`src/rtl/branch_resolve_pc_if.sv`:
```
// rtl/branch_resolve_pc_if.sv - EX-stage branch resolution bundle between the pipeline and branch_resolve_pc
//
// Purpose : groups the EX-stage request side (instruction class, comparator
//           results, computed target, stall) with the resolver's PC, redirect,
//           trap and counter outputs.
// Ports   : master - the pipeline/bench side: drives EX inputs, observes results
//           slave  - branch_resolve_pc: consumes EX inputs, drives results
interface branch_resolve_pc_if;
  logic        stall;
  logic        ex_valid;
  logic        is_branch;
  logic        is_jal;
  logic        is_jalr;
  logic [2:0]  funct3;
  logic        br_eq;
  logic        br_lt;
  logic [31:0] target;
  logic        br_un;
  logic [31:0] pc;
  logic        taken;
  logic        flush;
  logic        trap;
  logic [31:0] badaddr;
  logic        illegal;
  logic [31:0] br_count;
  logic [31:0] taken_count;

  modport master (
    output stall, ex_valid, is_branch, is_jal, is_jalr, funct3, br_eq, br_lt, target,
    input  br_un, pc, taken, flush, trap, badaddr, illegal, br_count, taken_count
  );

  modport slave (
    input  stall, ex_valid, is_branch, is_jal, is_jalr, funct3, br_eq, br_lt, target,
    output br_un, pc, taken, flush, trap, badaddr, illegal, br_count, taken_count
  );
endinterface

```
`src/rtl/branch_resolve_pc.sv`:
```
// rtl/branch_resolve_pc.sv - RV32I branch/jump resolver and fetch PC owner at EX
//
// Purpose : resolves conditional branches, JAL and JALR from the comparator's
//           br_eq/br_lt, owns the fetch PC, raises redirect/flush, traps on a
//           misaligned target, flags invalid branch funct3 and counts branches.
// Ports   : clk          - system clock, rising edge
//           rst_n        - asynchronous active-low reset
//           bus (slave)  - stall, ex_valid, is_branch, is_jal, is_jalr, funct3,
//                          br_eq, br_lt, target in; br_un, pc, taken, flush,
//                          trap, badaddr, illegal, br_count, taken_count out
module branch_resolve_pc #(
  parameter logic [31:0] RESET_PC     = 32'h0000_0000,
  parameter logic [31:0] TRAP_VEC     = 32'h0000_0100,
  parameter int          FLUSH_CYCLES = 2
) (
  input logic             clk,
  input logic             rst_n,
  branch_resolve_pc_if.slave bus
);

  localparam logic [2:0] FLUSH_LOAD = 3'(FLUSH_CYCLES);

  logic [31:0] pc_q;
  logic [31:0] badaddr_q;
  logic [31:0] br_count_q;
  logic [31:0] taken_count_q;
  logic        flush_q;
  logic        trap_q;
  logic        illegal_q;
  logic [2:0]  fcnt;

  logic        v;
  logic        cond;
  logic        f3_ok;
  logic        sel_jal;
  logic        sel_jalr;
  logic        sel_br;
  logic        taken_c;
  logic        mis;
  logic [31:0] tgt;
  logic [2:0]  fcnt_nxt;

  // Instructions landing in EX while the flush window is open are the
  // squashed wrong-path ones; they must not resolve.
  assign v = bus.ex_valid & (fcnt == 3'd0);

  // Decoder errors (several class bits high) resolve as jal > jalr > branch.
  assign sel_jal  = bus.is_jal;
  assign sel_jalr = bus.is_jalr & ~bus.is_jal;
  assign sel_br   = bus.is_branch & ~bus.is_jal & ~bus.is_jalr;

  always_comb begin
    cond  = 1'b0;
    f3_ok = 1'b1;
    case (bus.funct3)
      3'b000:         cond = bus.br_eq;
      3'b001:         cond = ~bus.br_eq;
      3'b100, 3'b110: cond = bus.br_lt;
      3'b101, 3'b111: cond = ~bus.br_lt;
      default:        f3_ok = 1'b0;
    endcase
  end

  assign taken_c = v & (sel_jal | sel_jalr | (sel_br & cond));
  assign tgt     = sel_jalr ? {bus.target[31:1], 1'b0} : bus.target;
  assign mis     = taken_c & (tgt[1:0] != 2'b00);

  assign fcnt_nxt = taken_c ? FLUSH_LOAD :
                    (fcnt != 3'd0) ? (fcnt - 3'd1) : 3'd0;

  always_ff @(posedge clk or negedge rst_n) begin
    if (!rst_n) begin
      pc_q          <= RESET_PC;
      badaddr_q     <= 32'd0;
      br_count_q    <= 32'd0;
      taken_count_q <= 32'd0;
      flush_q       <= 1'b0;
      trap_q        <= 1'b0;
      illegal_q     <= 1'b0;
      fcnt          <= 3'd0;
    end else if (!bus.stall) begin
      if (mis)          pc_q <= TRAP_VEC;
      else if (taken_c) pc_q <= tgt;
      else              pc_q <= pc_q + 32'd4;

      trap_q <= mis;
      if (mis) badaddr_q <= tgt;

      illegal_q <= v & sel_br & ~f3_ok;
      fcnt      <= fcnt_nxt;
      flush_q   <= (fcnt_nxt != 3'd0);

      if (v & sel_br & f3_ok) begin
        br_count_q <= br_count_q + 32'd1;
        if (cond) taken_count_q <= taken_count_q + 32'd1;
      end
    end
  end

  // The comparator needs its signedness select even before decode settles.
  assign bus.br_un       = bus.funct3[1];
  assign bus.taken       = taken_c;
  assign bus.pc          = pc_q;
  assign bus.flush       = flush_q;
  assign bus.trap        = trap_q;
  assign bus.badaddr     = badaddr_q;
  assign bus.illegal     = illegal_q;
  assign bus.br_count    = br_count_q;
  assign bus.taken_count = taken_count_q;

endmodule

```
`src/flat_wrapper.sv`:
```
// flat-port wrapper written by rule: the top's interface ports become plain ports
module branch_resolve_pc_flat 
#(
  parameter logic [31:0] RESET_PC     = 32'h0000_0000,
  parameter logic [31:0] TRAP_VEC     = 32'h0000_0100,
  parameter int          FLUSH_CYCLES = 2
)
  (clk, rst_n, bus_stall, bus_ex_valid, bus_is_branch, bus_is_jal, bus_is_jalr, bus_funct3, bus_br_eq, bus_br_lt, bus_target, bus_br_un, bus_pc, bus_taken, bus_flush, bus_trap, bus_badaddr, bus_illegal, bus_br_count, bus_taken_count);
  branch_resolve_pc_if bus_i ();
  input logic clk;
  input logic rst_n;
  input wire logic [$bits(bus_i.stall)-1:0] bus_stall;
  input wire logic [$bits(bus_i.ex_valid)-1:0] bus_ex_valid;
  input wire logic [$bits(bus_i.is_branch)-1:0] bus_is_branch;
  input wire logic [$bits(bus_i.is_jal)-1:0] bus_is_jal;
  input wire logic [$bits(bus_i.is_jalr)-1:0] bus_is_jalr;
  input wire logic [$bits(bus_i.funct3)-1:0] bus_funct3;
  input wire logic [$bits(bus_i.br_eq)-1:0] bus_br_eq;
  input wire logic [$bits(bus_i.br_lt)-1:0] bus_br_lt;
  input wire logic [$bits(bus_i.target)-1:0] bus_target;
  output wire logic [$bits(bus_i.br_un)-1:0] bus_br_un;
  output wire logic [$bits(bus_i.pc)-1:0] bus_pc;
  output wire logic [$bits(bus_i.taken)-1:0] bus_taken;
  output wire logic [$bits(bus_i.flush)-1:0] bus_flush;
  output wire logic [$bits(bus_i.trap)-1:0] bus_trap;
  output wire logic [$bits(bus_i.badaddr)-1:0] bus_badaddr;
  output wire logic [$bits(bus_i.illegal)-1:0] bus_illegal;
  output wire logic [$bits(bus_i.br_count)-1:0] bus_br_count;
  output wire logic [$bits(bus_i.taken_count)-1:0] bus_taken_count;
  assign bus_i.stall = bus_stall;
  assign bus_i.ex_valid = bus_ex_valid;
  assign bus_i.is_branch = bus_is_branch;
  assign bus_i.is_jal = bus_is_jal;
  assign bus_i.is_jalr = bus_is_jalr;
  assign bus_i.funct3 = bus_funct3;
  assign bus_i.br_eq = bus_br_eq;
  assign bus_i.br_lt = bus_br_lt;
  assign bus_i.target = bus_target;
  assign bus_br_un = bus_i.br_un;
  assign bus_pc = bus_i.pc;
  assign bus_taken = bus_i.taken;
  assign bus_flush = bus_i.flush;
  assign bus_trap = bus_i.trap;
  assign bus_badaddr = bus_i.badaddr;
  assign bus_illegal = bus_i.illegal;
  assign bus_br_count = bus_i.br_count;
  assign bus_taken_count = bus_i.taken_count;
  branch_resolve_pc #(.RESET_PC(RESET_PC), .TRAP_VEC(TRAP_VEC), .FLUSH_CYCLES(FLUSH_CYCLES)) u_core (.clk(clk), .rst_n(rst_n), .bus(bus_i));
endmodule
```
`config.mk`:
```
export PLATFORM = sky130hd
export DESIGN_NAME = branch_resolve_pc_flat
export DESIGN_NICKNAME = d
export VERILOG_FILES = /design/src/rtl/branch_resolve_pc_if.sv /design/src/rtl/branch_resolve_pc.sv /design/src/flat_wrapper.sv
export SDC_FILE = /design/constraint.sdc
export NUM_CORES = 1
export LEC_CHECK = 0
export BUFFER_PORTS_ARGS = -buffer_cell sky130_fd_sc_hd__buf_2
export CORE_AREA = 5 5 178 94
export DETAILED_ROUTE_END_ITERATION = 16
export DIE_AREA = 0 0 183 99
export GPL_TIMING_DRIVEN = 0
export HOLD_SLACK_MARGIN = 0.15
export PLACE_DENSITY_LB_ADDON = 0.12
export SLEW_MARGIN = 30
export SYNTH_ARGS = -nofsm -noshare
export SYNTH_HDL_FRONTEND = slang
export SYNTH_SLANG_ARGS = --single-unit
```
`constraint.sdc`:
```
create_clock -name clk -period 5.4 [get_ports clk]
set_clock_uncertainty 0.2 [all_clocks]
set_input_delay 0.54 -clock clk [delete_from_list [all_inputs] [get_ports clk]]
set_output_delay 0.54 -clock clk [all_outputs]
set_load 0.01 [all_outputs]
```
==> flow_metrics.env, run 1 <==
export IMPL_ys_flop_type="dfrtp_1"
export IMPL_holdPathEnd="u_core.bus.pc[19]$_DFFE_PN0N_"
export IMPL_worstHoldStart="bus_target[19]"
export IMPL_wire_per_inst_um=20.4
export IMPL_htreeDepth=4
export IMPL_rsz0062_at_grt="false"
export IMPL_r2r_end="u_core.bus.pc[25]$_DFFE_PN0N_"
export IMPL_synth_area_leaders="dfrtp_1 51%, mux2_4 6.6%, xnor2_1 6.0%, nand3_1 3.6%, nand2_1 3.1%"
export IMPL_dp_cells=992
export IMPL_p_per_area_nw_per_um2=434
export IMPL_grt_pass1_vias=5726
export IMPL_initial_core_util_pct=43.9
export IMPL_synthArstFlopShare_pct=100
export IMPL_arrival_ns=2.59
export IMPL_end_kind="primary output"
export IMPL_core_rowCount=32
export IMPL_dp_hpwl_mm=15.7
export IMPL_core_sq_um=15000
export IMPL_io_pins=177
export IMPL_drt_vias_per_instance=5.59
export IMPL_final_hold_viol_count=0
export IMPL_clk_pin_slew_ns=0.06
export IMPL_r2r_start="u_core.bus.pc[2]$_DFFE_PN0N_"
export IMPL_cts_tree="built"
export IMPL_drtPass1Iterations=5
export IMPL_drv_slew=0
export IMPL_startpoint_type="input port"
export IMPL_path_class="in2out"
export IMPL_fin_cells=1026
export IMPL_status="finished clean"
export IMPL_layout_common_cells="179 x buf_2, 134 x dfrtp_1, 54 x nand2_1"
export IMPL_finalInstanceArea_sq_um=8370
export IMPL_yosys_warnings=0
export IMPL_die_width_um=183
export IMPL_dieArea_sq_um=18100
export IMPL_gp_congestion=0.918
export IMPL_port_buffers=176
export IMPL_ant_nets=0
export IMPL_yosysSeqAreaShare_pct=50.8
export IMPL_postRouteWirelength_mm=20.9
export IMPL_hold_path_class="in2reg"
export IMPL_leakage_nw=4.08
export IMPL_hold_depth=3
export IMPL_cp_data_required_time_ns=4.66
export IMPL_netlist_top_cell_by_area="dfrtp_1"
export IMPL_diodes=0
export IMPL_synth_edff_count=0
export IMPL_insertion_delay_ns=0.41
export IMPL_drv_cap=0
export IMPL_ctsResizeCount=0
export IMPL_postSynthNetCount=658
export IMPL_antenna_found_initial=1
export IMPL_root_buffer="clkbuf_16"
export IMPL_placed_area_sq_um=7770
export IMPL_syn_cell_area_sq_um=6600
export IMPL_postCtsHoldBufs=2
export IMPL_clock_sinks=134
export IMPL_post_cts_buffers=0
export IMPL_drc_errors=0
export IMPL_grt_pass1_wl_mm=32.8
export IMPL_gr_usage_all_layers_pct=23.3
export IMPL_area_growth_pct=26.9
export IMPL_syn_inst=611
export IMPL_clock_fmax_mhz=300
export IMPL_ys_ff_latch=134
export IMPL_num_fill_cells=1369
export IMPL_crit_fanout=10
export IMPL_setup_tns_ns=0
export IMPL_worstMarginPinSlew_ns=0.912
export IMPL_synth_cell_types=68
export IMPL_drtIter0Drc=585
export IMPL_r2r_cells=6
export IMPL_die_h_um=99
export IMPL_nets=856
export IMPL_max_vdd_ir_drop_mv=0.209
export IMPL_gr_total_overflow=0
export IMPL_cts_path_max_buffers=2
export IMPL_syn_avg_cell_area_sq_um=10.8
export IMPL_max_slew_margin_rel_pct=38.6
export IMPL_period_share_pct=61.7
export IMPL_setup_viol=0
export IMPL_via_count=5731
export IMPL_rrSetupSlack_ns=2.44
export IMPL_layout_commonest_cell="buf_2"
export IMPL_final_layout_size_suffix_gt1_share_pct=31.9
export IMPL_grt_max_degree=83
export IMPL_cts_buffers=17
export IMPL_fin_crit_ns=3.33
export IMPL_synth_top_area_share_pct=50.8
## power breakdown
part	leakage (nW)	switching [mW]	internal (mW)	total, mW
registers	1.72	0.236	1.24	1.48
clock network	0.267	0.466	0.686	1.15
logic	2.09	0.523	0.481	1.00
total	4.08	1.22	2.41	3.63
## critical path: stages
cell	delay [ns]
buf_2	0.13
or3b_4	0.41
o221ai_2	0.42
nand2_2	0.25
inv_2	0.14
buf_2	0.27
buf_4	0.27
buf_2	0.16
## stage by stage
stage                     hold WS [ns]  utilization [%]  setup WS, ns  power, mW
after floorplan                 0.0444                -          2.86       2.02
after detailed placement         0.261             51.8          2.10       2.49
after global placement           0.252             51.5          1.72       2.46
final                            0.173             55.8          2.07       3.63
after CTS                        0.161             55.8          2.09       3.65
after global routing             0.163             55.8          1.97       3.83
## sequential cells by signal (all words and copies together), names as in the netlist
name,cells
u_core.bus.badaddr,32
u_core.bus.br_count,32
u_core.bus.pc,32
u_core.bus.taken_count,32
u_core.fcnt,3
u_core.bus.flush,1
u_core.bus.illegal,1
u_core.bus.trap,1
## worst max-delay path by stage
stage	from	endpoint	slack, ns	cells after the start
6_report	bus_funct3[2]	bus_taken	2.07	8
5_1_grt	bus_funct3[2]	bus_taken	1.97	8
4_1_cts	bus_funct3[2]	bus_taken	2.09	8
3_5_place_dp	bus_funct3[2]	bus_taken	2.10	8
3_3_place_gp	rst_n	u_core.bus.br_count[22]$_DFFE_PN0P_	1.72	1
2_1_floorplan	bus_funct3[2]	bus_taken	2.86	6
## layout make-up
type / count / area (sq um) / area share [%]
plain buffers: 25 / 133 / 1.58
clock buffers: 19 / 433 / 5.17
clock inverters: 13 / 146 / 1.75
inverters: 19 / 71.3 / 0.852
multi-input cells: 433 / 3040 / 36.3
flip-flops and latches: 134 / 3350 / 40.0
well taps: 204 / 255 / 3.05
repair buffers: 179 / 938 / 11.2
## cell usage after synthesis, drive strengths merged, types with 2 or more instances
cell	number
nor4b	3
a2bb2oi	2
nor2b	2
or4b	2
nor3b	3
o21a	2
o21ai	10
a41oi	3
ha	3
nand2b	2
nand2	55
a21o	3
and3	15
and2	6
nand4b	2
o32a	2
o211ai	3
o31a	2
and4	11
dfrtp	134
a22o	2
mux2	31
clkbuf	12
xor2	21
a211oi	4
buf	13
xnor2	45
o22a	3
a31oi	5
nor4	11
a21oi	20
nor2	24
nand3	47
o31ai	3
a221o	3
o311ai	2
nor3	31
nand4	25
inv	18
or3	3
or4	8
## cell families after synthesis
group,Yosys count,synth area share [%]
XOR/XNOR,66,8.76
adder cells (fa/ha/maj),3,0.569
buffers and inverters,44,3.09
AO/OA/AOI/OAI,79,8.63
multiplexers,31,6.94
flip-flops,134,50.8
AND/OR/NAND/NOR,254,21.2
## layer usage
layer / track usage [%] / vias to the layer above / share of wire, %
li1: - / 2636 / -
met1: 36.4 / 2828 / 50
met2: 29.7 / 238 / 38
met3: 8.89 / 27 / 10
met4: 5.21 / 2 / 1.2
met5: 0 / - / 0.033
Note: power is estimated with default switching activity, not from simulation.
==> inputs of run 2 (changes only) <==
clock period = 3.1 ns   (was 5.4 ns; I/O delays follow)
==> flow_metrics.env, run 2 (same netlist as run 1, synthesis figures left out) <==
export IMPL_status="finished clean"
export IMPL_rsz0062_at_grt="false"
export IMPL_path_class="reg2out"
export IMPL_gp_congestion=0.918
export IMPL_grt_pass1_vias=5961
export IMPL_sw_frac_of_total_pct=33.7
export IMPL_p_per_area_nw_per_um2=730
export IMPL_setup_ws_ns=0.116
export IMPL_arrival_ns=2.47
export IMPL_post_route_util_pct=58.2
export IMPL_dp_hpwl_mm=15.7
export IMPL_ant_nets=0
export IMPL_drv_cap=0
export IMPL_diodes=0
export IMPL_cp_data_required_time_ns=2.59
export IMPL_final_hold_viol_count=0
export IMPL_cts_buffers=17
export IMPL_clock_sinks=134
export IMPL_comb_power_share_pct=28.2
export IMPL_die_h_um=99
export IMPL_drv_slew=0
export IMPL_drt_vias_per_instance=5.48
export IMPL_drc_errors=0
export IMPL_layout_commonest_cell="buf_2"
export IMPL_pwr_share_seq_pct=40.3
export IMPL_post_cts_buffers=0
export IMPL_layout_common_cells="179 x buf_2, 134 x dfrtp_1, 54 x nand2_1"
export IMPL_p_int_mw=4.23
export IMPL_max_slew_margin_rel_pct=34.1
export IMPL_grt_max_degree=83
export IMPL_max_vdd_ir_drop_mv=0.363
export IMPL_drtIter0Drc=558
export IMPL_gr_usage_all_layers_pct=23.9
export IMPL_cts_path_max_buffers=2
export IMPL_nets=891
export IMPL_core_sq_um=15000
export IMPL_clock_fmax_mhz=335
export IMPL_worstMarginPinSlew_ns=0.979
export IMPL_grt_pass1_wl_mm=33.8
export IMPL_wire_per_inst_um=20.0
export IMPL_gr_total_overflow=0
export IMPL_cts_tree="built"
export IMPL_port_buffers=176
export IMPL_initial_core_util_pct=43.9
export IMPL_dp_cells=992
export IMPL_dieArea_sq_um=18100
export IMPL_clk_pin_slew_ns=0.07
export IMPL_die_width_um=183
export IMPL_crit_fanout=10
export IMPL_io_pins=177
export IMPL_num_fill_cells=1337
export IMPL_insertion_delay_ns=0.41
export IMPL_drtPass1Iterations=5
export IMPL_core_rowCount=32
export IMPL_htreeDepth=4
export IMPL_fin_crit_ns=2.98
export IMPL_startpoint_type="flop"
export IMPL_via_count=5811
export IMPL_hold_path_class="in2async"
export IMPL_power_net_switching_mw=2.15
export IMPL_end_kind="primary output"
export IMPL_period_share_pct=96.2
export IMPL_final_layout_size_suffix_gt1_share_pct=30.8
export IMPL_fin_cells=1061
export IMPL_leakage_nw=4.24
export IMPL_holdWs_ns=0.193
export IMPL_postRouteWirelength_mm=21.2
export IMPL_root_buffer="clkbuf_16"
export IMPL_pre_cts_slack_ns=0.125
export IMPL_antenna_found_initial=1
export IMPL_setup_viol=0
export IMPL_area_growth_pct=32.4
export IMPL_p_clk_share_pct=31.4
-- run 2: cell count changes in the layout (fill, tap and decap cells not counted) --
cell	change
dlygate4sd3_1	+35
buf_1	-1
nor3_2	+1
clkbuf_2	+1
nor4_2	-1
nor4_4	+1
nor3_1	-1
-- run 2: cell type report --
| class | count | area [sq um] | share of cell area, % |
|---|---|---|---|
| well taps | 204 | 255 | 2.92 |
| flip-flops and latches | 134 | 3350 | 38.4 |
| multi-input cells | 433 | 3060 | 35.0 |
| clock buffers | 19 | 433 | 4.95 |
| repair buffers | 214 | 1290 | 14.7 |
| plain buffers | 25 | 134 | 1.53 |
| clock inverters | 13 | 146 | 1.68 |
| inverters | 19 | 71.3 | 0.816 |
-- run 2: worst paths after layout --
path / start / to / slack, ns / depth (start not counted)
worst max-delay path: u_core.fcnt[0]$_DFFE_PN0N_ / bus_taken / 0.12 / 7
worst min-delay path: rst_n / u_core.bus.badaddr[4]$_DFFE_PN0P_ / 0.19 / 2
worst max register to register: u_core.bus.pc[2]$_DFFE_PN0N_ / u_core.bus.pc[25]$_DFFE_PN0N_ / 0.15 / 6
worst min register to register: u_core.bus.br_count[31]$_DFFE_PN0P_ / u_core.bus.br_count[31]$_DFFE_PN0P_ / 0.27 / 1
max in group asynchronous: rst_n / u_core.bus.badaddr[15]$_DFFE_PN0P_ / 1.72 / 3
min in group clk: u_core.bus.br_count[31]$_DFFE_PN0P_ / u_core.bus.br_count[31]$_DFFE_PN0P_ / 0.27 / 1
-- run 2: critical path, stage by stage, from the launching register on --
cell,delay (ns)
dfrtp_1,0.44
nor4b_2,0.34
buf_4,0.25
nand2_2,0.16
inv_2,0.14
buf_2,0.28
buf_4,0.27
buf_2,0.16
-- run 2: stage by stage --
| step | total power [mW] | setup TNS, ns | area [sq um] |
|---|---|---|---|
| floorplan | 3.51 | 0 | 6600 |
| global route | 6.72 | 0 | 8740 |
| detailed placement | 4.33 | 0 | 7770 |
| CTS | 6.40 | 0 | 8720 |
| finish | 6.38 | 0 | 8740 |
| global placement | 4.28 | -43.97 | 7730 |
-- run 2: power by group through the flow --
stage	clock, mW	combinational, mW	sequential (mW)
finish	2.00	1.80	2.57
CTS	2.04	1.80	2.56
floorplan	0	0.816	2.70
global route	2.13	1.96	2.63
detailed placement	0	1.74	2.59
global placement	0	1.72	2.56
-- run 2: routing by layer --
metal / vias to the layer above / wire length (um) / global-route usage (%)
met2: 238 / 8270 / 31.4
met1: 2835 / 10500 / 36.9
met3: 29 / 2240 / 8.74
met5: - / 7 / 0
met4: 2 / 263 / 5.26
li1: 2707 / - / -
-- run 2: repair_timing --
action | 4_1_cts | 5_1_grt
gates resized for setup | 0 | 3
hold endpoints to repair | 193 | 0
endpoints found under the setup margin | 0 | 11
hold buffers | 37 | 0
==> inputs of run 3 (changes only) <==
PLACE_DENSITY = 0.69   (was unset)
PLACE_DENSITY_LB_ADDON = unset   (was 0.12)
==> flow_metrics.env, run 3 (same netlist as run 1, synthesis figures left out) <==
export IMPL_clock_sinks=134
export IMPL_crit_fanout=8
export IMPL_multi_input_area_sq_um=3050
export IMPL_drc_errors=0
export IMPL_crit_end="u_core.bus.pc[28]$_DFFE_PN0N_"
export IMPL_dieArea_sq_um=18100
export IMPL_grt_pass1_wl_mm=33.0
export IMPL_gr_total_overflow=0
export IMPL_arrival_ns=3.17
export IMPL_period_share_pct=97.9
export IMPL_max_vdd_ir_drop_mv=0.376
export IMPL_via_count=5861
export IMPL_setup_ws_ns=0.0658
export IMPL_htreeDepth=4
export IMPL_max_slew_margin_rel_pct=42.7
export IMPL_cpMostUsedCell="nand3_1"
export IMPL_drt_vias_per_instance=5.53
export IMPL_regArea_sq_um=3350
export IMPL_cts_path_max_buffers=2
export IMPL_insertion_delay_ns=0.40
export IMPL_r2r_cells=6
export IMPL_drv_cap=0
export IMPL_critPathLaunch="u_core.bus.pc[2]$_DFFE_PN0N_"
export IMPL_fin_crit_ns=3.03
export IMPL_slowest_stage="nor4_2"
export IMPL_wire_per_inst_um=19.6
export IMPL_postRouteWirelength_mm=20.8
export IMPL_r2r_end="u_core.bus.pc[28]$_DFFE_PN0N_"
export IMPL_gp_congestion=0.903
export IMPL_die_width_um=183
export IMPL_leakage_nw=4.21
export IMPL_drtPass1Iterations=8
export IMPL_io_pins=177
export IMPL_pre_cts_slack_ns=0.0763
export IMPL_final_layout_size_suffix_gt1_share_pct=30.9
export IMPL_initial_core_util_pct=43.9
export IMPL_worstMarginPinSlew_ns=0.852
export IMPL_end_kind="flop"
export IMPL_diodes=0
export IMPL_area_growth_pct=31.9
export IMPL_setup_viol=0
export IMPL_cts_buffers=17
export IMPL_cts_tree="built"
export IMPL_root_buffer="clkbuf_16"
export IMPL_drv_slew=0
export IMPL_p_per_area_nw_per_um2=728
export IMPL_holdWs_ns=0.171
export IMPL_startpoint_type="flop"
export IMPL_layout_commonest_cell="buf_2"
export IMPL_die_h_um=99
export IMPL_worstHoldStart="bus_funct3[1]"
export IMPL_clk_pin_slew_ns=0.06
export IMPL_clock_fmax_mhz=330
export IMPL_hold_path_class="in2reg"
export IMPL_nets=889
export IMPL_drtIter0Drc=552
export IMPL_cp_data_required_time_ns=3.23
export IMPL_core_sq_um=15000
export IMPL_r2r_start="u_core.bus.pc[2]$_DFFE_PN0N_"
export IMPL_port_buffers=176
export IMPL_grt_max_degree=85
export IMPL_rrSetupSlack_ns=0.07
export IMPL_status="finished clean"
export IMPL_num_fill_cells=1329
export IMPL_final_hold_viol_count=0
export IMPL_grt_pass1_vias=5524
export IMPL_dp_hpwl_mm=15.4
export IMPL_core_rowCount=32
export IMPL_layout_common_cells="179 x buf_2, 134 x dfrtp_1, 54 x nand2_1"
export IMPL_ant_nets=0
export IMPL_path_class="reg2reg"
export IMPL_path_cells="ha_1 -> nand3_1 -> nor4_2 -> nand4_1 -> or4_1 -> nand3_1"
export IMPL_slowest_delay_ns=0.86
export IMPL_antenna_found_initial=2
export IMPL_rsz0062_at_grt="false"
export IMPL_gr_usage_all_layers_pct=23.0
## run 3: worst min-delay path by stage
stage                                               end  depth (start not counted)
floorplan             u_core.bus.badaddr[0]$_DFFE_PN0P_                          0
CTS                      u_core.bus.illegal$_DFFE_PN0N_                          3
global route             u_core.bus.illegal$_DFFE_PN0N_                          3
detailed placement    u_core.bus.badaddr[5]$_DFFE_PN0P_                          1
finish                   u_core.bus.illegal$_DFFE_PN0N_                          3
global placement    u_core.bus.br_count[31]$_DFFE_PN0P_                          1
## run 3: repair_timing
action | CTS | global route
hold buffers | 35 | 0
buffers inserted | 0 | 0
setup endpoints to repair | 0 | 10
resized for setup | 0 | 1
hold endpoints to repair | 193 | 0
## run 3: per-stage QoR
| stage | power, mW | utilization (%) | std cells | cell area, sq um | setup TNS (ns) |
|---|---|---|---|---|---|
| 2_1_floorplan | 3.51 | - | 611 | 6600 | 0 |
| 3_3_place_gp | 4.28 | 51.5 | 991 | 7730 | -55.36 |
| 3_5_place_dp | 4.32 | 51.8 | 992 | 7770 | 0 |
| 4_1_cts | 6.34 | 57.9 | 1059 | 8700 | 0 |
| 5_1_grt | 6.65 | 58.0 | 1059 | 8700 | 0 |
| 6_report | 6.34 | 58.0 | 1059 | 8700 | 0 |
## run 3: critical path, delay by kind of cell, from the launching register on
kind,cells,cell delay (ns)
adder cells (fa/ha/maj),1,0.22
AND/OR/NAND/NOR,5,2.09
flip-flops,1,0.45
## run 3: metal layers
metal / part of all wire (%) / track usage (%) / vias to the layer above / wire length, um
met5: 0.12 / 0 / - / 25
met4: 0.64 / 3.66 / 4 / 133
met3: 11 / 8.59 / 14 / 2380
met2: 38 / 29.3 / 298 / 7870
met1: 50 / 36.8 / 2848 / 10400
li1: - / - / 2697 / -
## run 3: power by group
group	leakage [nW]	total [mW]	internal [mW]	switching [mW]
Sequential	1.72	2.57	2.16	0.405
Clock	0.266	1.97	1.16	0.810
Combinational	2.23	1.80	0.864	0.937
## run 3: area by class of cell
class,instances,area share (%)
buffer,25,1.52
clock inverter,12,1.38
inverter,19,0.819
clock buffer,20,5.25
timing repair buffer,212,14.6
multi-input combinational,433,35.0
sequential,134,38.5
tap,204,2.93
